<file path="src/rtl/pqrs_dwell_timer.sv">
// Dwell counter: tick is high on the last cycle of each HOLD_CYCLES-long dwell.
module pqrs_dwell_timer #(
    parameter int HOLD_CYCLES = 20
) (
    input  logic clk,
    input  logic rst_n,
    input  logic clear,
    input  logic enable,
    output logic tick
);
    logic [7:0] cnt;

    assign tick = enable && (cnt == 8'(HOLD_CYCLES - 1));

    always_ff @(posedge clk or negedge rst_n) begin
        if (!rst_n) begin
            cnt <= '0;
        end else if (clear || tick) begin
            cnt <= '0;
        end else if (enable) begin
            cnt <= cnt + 8'd1;
        end
    end
endmodule

</file>
<file path="config.mk">
export PLATFORM = sky130hd
export DESIGN_NAME = pqrs_dwell_timer
export DESIGN_NICKNAME = d
export VERILOG_FILES = /design/src/rtl/pqrs_dwell_timer.sv
export SDC_FILE = /design/constraint.sdc
export NUM_CORES = 1
export LEC_CHECK = 0
export CAP_MARGIN = 40
export CORE_AREA = 4 4 41 43
export CTS_CLUSTER_SIZE = 40
export DETAILED_ROUTE_END_ITERATION = 8
export DIE_AREA = 0 0 45 47
export GPL_TIMING_DRIVEN = 1
export SYNTH_ARGS = -nofsm -noshare
export SYNTH_HDL_FRONTEND = slang
export SYNTH_SLANG_ARGS = --single-unit
</file>
<file path="constraint.sdc">
create_clock -name clk -period 2.7 [get_ports clk]
set_input_delay 0.405 -clock clk [delete_from_list [all_inputs] [get_ports clk]]
set_output_delay 0.405 -clock clk [all_outputs]
set_load 0.005 [all_outputs]
</file>
**Word-level counts from Yosys, hierarchy flattened**

Index checks and enable logic that the tools add are counted.

- Latch bits: 0
- Bits of input ports: 4
- ROM bits: 0
- Register bits after elaboration: 8
- Memories: 0
- Memory bits (writable): 0

- Multipliers: 0
- $add $sub $neg: 1
- Divide/modulo/power cells: 0
- Order comparisons: 0
- Multiplexer cells: 2
- Bitwise gates (word level): 0
- Equal/unequal tests: 1
- Shift-type cells: 0
- Reductions and logical operators: 3

Operator list:

| operator | count |
|---|---|
| 2-to-1 mux 8 bit | 2 |
| adder 8 x 1 -> 8 bit, second input constant | 1 |
| == test 8 x 5 -> 1 bit, second input constant | 1 |
| nonzero test 2 bit | 1 |
| logical AND 1 bit | 1 |
| logical OR 1 bit | 1 |

**Logic depth before layout (Yosys ltp)**

- Depth in word-level cells: 4
- Gate-level depth with buffers: 4
- Mapped depth without buffers: 4

**Worst setup path before layout**

OpenSTA, ideal clock, no wires.

- Path type: reg2out
- Start: register cnt[5]
- End: output tick
- Setup slack: 1.069 ns
- Data arrival time: 1.226 ns
- Stages on the path, launching flop included: 3
- Path buffers: 0
- Path through: dfrtp_1 or4_4 nor4_1

- Longest elaborated chain between the ends: 2

RTL lines:

| element | RTL line | source |
|---|---|---|
| from (decl) | 11 | `logic [7:0] cnt;` |
| from (signal assigned) | 21 | `cnt <= cnt + 8'd1;` |
| == test 8 x 5 -> 1 bit | 13 | `assign tick = enable && (cnt == 8'(HOLD_CYCLES - 1));` |
| logical AND 1 bit | 13 |  |
| to (decl) | 9 | `output logic tick` |

Every way passes these cells.

**Worst setup path after layout**

Ends and elaborated chain as after synthesis.

==> run metrics <==
Post-Place Cells a little under 60; setup bufs post-CTS 0; Final period util about nine tenths; main flop type after synthesis dfrtp_1; Detailed Route WL ~750 um; Synth cell types 16; Syn Nets 44; Setup WS pre-CTS 0.362 ns; RSZ-0062 raised after global routing false; final core utilization 37.7%; drt wl/cell 12.2 um; Vias 322; Final Net Count 53; hpwl dp approximately 560 um; Peak supply drop 226 uV; vias in the first global route 264; DR iter-0 viols 3; area leader, netlist dfrtp_1; fill count 143; Ports 5; final setup fails 0; Syn Inst Count 39; final count of pins violating max slew 0; H-Tree Depth 1; die width 45 um; Critical Path RT around 2.3 ns; Clock Path Buffers 2; fin cells 61; Area growth, synth to finish 19.9%; max-cap viol count 0; Largest register FFs 8; crit path time final 2.44 ns; Slowest-stage cell, CP or4_4; Cell Pwr Density 482 nW/um^2; DRC violations left 0; ys async rst share 100%; die area about 2100 um^2; total power 0.236 mW; area fraction of the dominant cell type after synthesis approximately half; Synth Warn # 0; DRT Pass-1 Iters 4; Post-Route Skew 0.000977 ns; CTS root buf clkbuf_4; Max stage delay on crit path 0.57 ns; Setup TNS Final 0 ns; post-CTS resize count 0; Leak between 0.2 and 0.25 nW; Starting Density around a third; top cells by count, synth dfrtp_1 (8), nor2_1 (5); CP max FO 5; first-pass GRT wire length 1180 um; number of antenna diodes 0; Clk pin slew, worst setup/hold paths 0.05 ns; fmax 410 MHz; WS Path Type flop to primary output; CTS buffer count 3; core area between 1000 and 1500 um^2; final RePlAce weighted congestion between 0.6 and 0.7; Yosys reg bits 8; CTS tree done; Seq. cell area 200 um^2; ranking of synthesized cells by area dfrtp_1 (49%), o41ai_4 (6.7%), nand4_1 (4.6%), nor2_1 (4.6%), xnor2_1 (4.3%); Hold Slack 0.433 ns; Post-DP Area about 470 um^2; Die H 47 um; cell area after layout just under 500 um^2; fraction of layout cells with a size suffix above 1 13.0%; most common cell in the netlist dfrtp_1; status complete, no violations; row count 13; port buffer count 4; Cell Area, Synth 409 um^2; EDFF count, synth 0; via/cell ratio 5.28; Multi-input gate area between 200 and 250 um^2; clock latency on the worst-skew pair 0.25 ns; Worst Setup Start Kind flop; biggest regs cnt: 8 flops; WP data arrival 2.03 ns; Hold Path Class primary input to async pin; Slew @ Worst Pin 0.519 ns; Slew headroom about two thirds; Routed Antenna Nets 0; largest net degree at the start of global routing 9; CTS Sinks 8; R2R depth 3; crit path cell chain or4_4 -> nor4_1 -> clkdlybuf4s50_1; number of hold buffers added after cts 0; GR Overflow Total 0; crit end category primary output; final worst slack 0.262 ns; Avg Inst Size Synth 10.5 um^2; initial antenna violation count 0; register area share after synthesis 48.9%; final hold vios 0; GRT Overall Usage slightly above 8%; Largest Register cnt
critical path: cells and delay by family (launching register included):
kind / cells / cell delay (ns)
buf+inv: 1 / 0.55
flops: 1 / 0.41
simple gates: 2 / 0.83
logic make-up (layout without fill, tap and decap cells):
kind of cell,after synthesis,in the layout,share of synthesized area [%]
and+or+nand+nor,16,16,21.1
DFF,8,8,48.9
AOI/OAI and AO/OA,7,7,14.1
xor gates and xnor gates,4,4,8.56
buffers and inverters,2,9,1.84
adders and majority gates,1,1,3.06
muxes,1,1,2.45
layout make-up:
| class | instances | area share, % |
|---|---|---|
| Sequential cell | 8 | 40.8 |
| Timing Repair Buffer | 4 | 8.16 |
| Clock buffer | 3 | 4.59 |
| Multi-Input combinational cell | 29 | 41.1 |
| Tap cell | 15 | 3.83 |
| Inverter | 2 | 1.53 |
path summary, 6_finish.rpt:
path / start / slack [ns] / endpoint
worst min-delay path: rst_n / 0.43 / cnt[1]$_DFFE_PN0P_
max in group asynchronous: rst_n / 2.00 / cnt[5]$_DFFE_PN0P_
worst max-delay path: cnt[5]$_DFFE_PN0P_ / 0.26 / tick
min in group clk: cnt[1]$_DFFE_PN0P_ / 0.56 / cnt[1]$_DFFE_PN0P_
worst max register to register: cnt[5]$_DFFE_PN0P_ / 0.96 / cnt[1]$_DFFE_PN0P_
worst min register to register: cnt[1]$_DFFE_PN0P_ / 0.56 / cnt[1]$_DFFE_PN0P_
report_power, final:
part           leakage [nW]  total (mW)  switching [mW]  internal, mW
combinational        0.0766      0.0195         0.00955       0.00998
sequential            0.110       0.126         0.00283         0.123
clock                0.0138      0.0909          0.0401        0.0508
total                 0.201       0.236          0.0525         0.184
layer usage:
| layer | global-route usage, % | routed length [um] |
|---|---|---|
| met3 | 2.30 | 36 |
| met5 | 0 | 0 |
| met1 | 10.7 | 326 |
| met4 | 5.26 | 17 |
| met2 | 11.6 | 365 |
cells in the final DEF (no fill, tap or decap):
cell             instances
o21ai_0                  3
or3_2                    1
nand2_1                  3
mux2i_1                  1
xnor2_1                  2
o41ai_4                  1
a21oi_1                  3
xor2_1                   2
clkbuf_4                 3
ha_1                     1
or3_1                    2
dfrtp_1                  8
nand4_1                  3
nor2_1                   5
clkdlybuf4s50_1          4
nor4_1                   1
or4_4                    1
inv_1                    2
No activity file was read; power rests on OpenSTA's default activity.
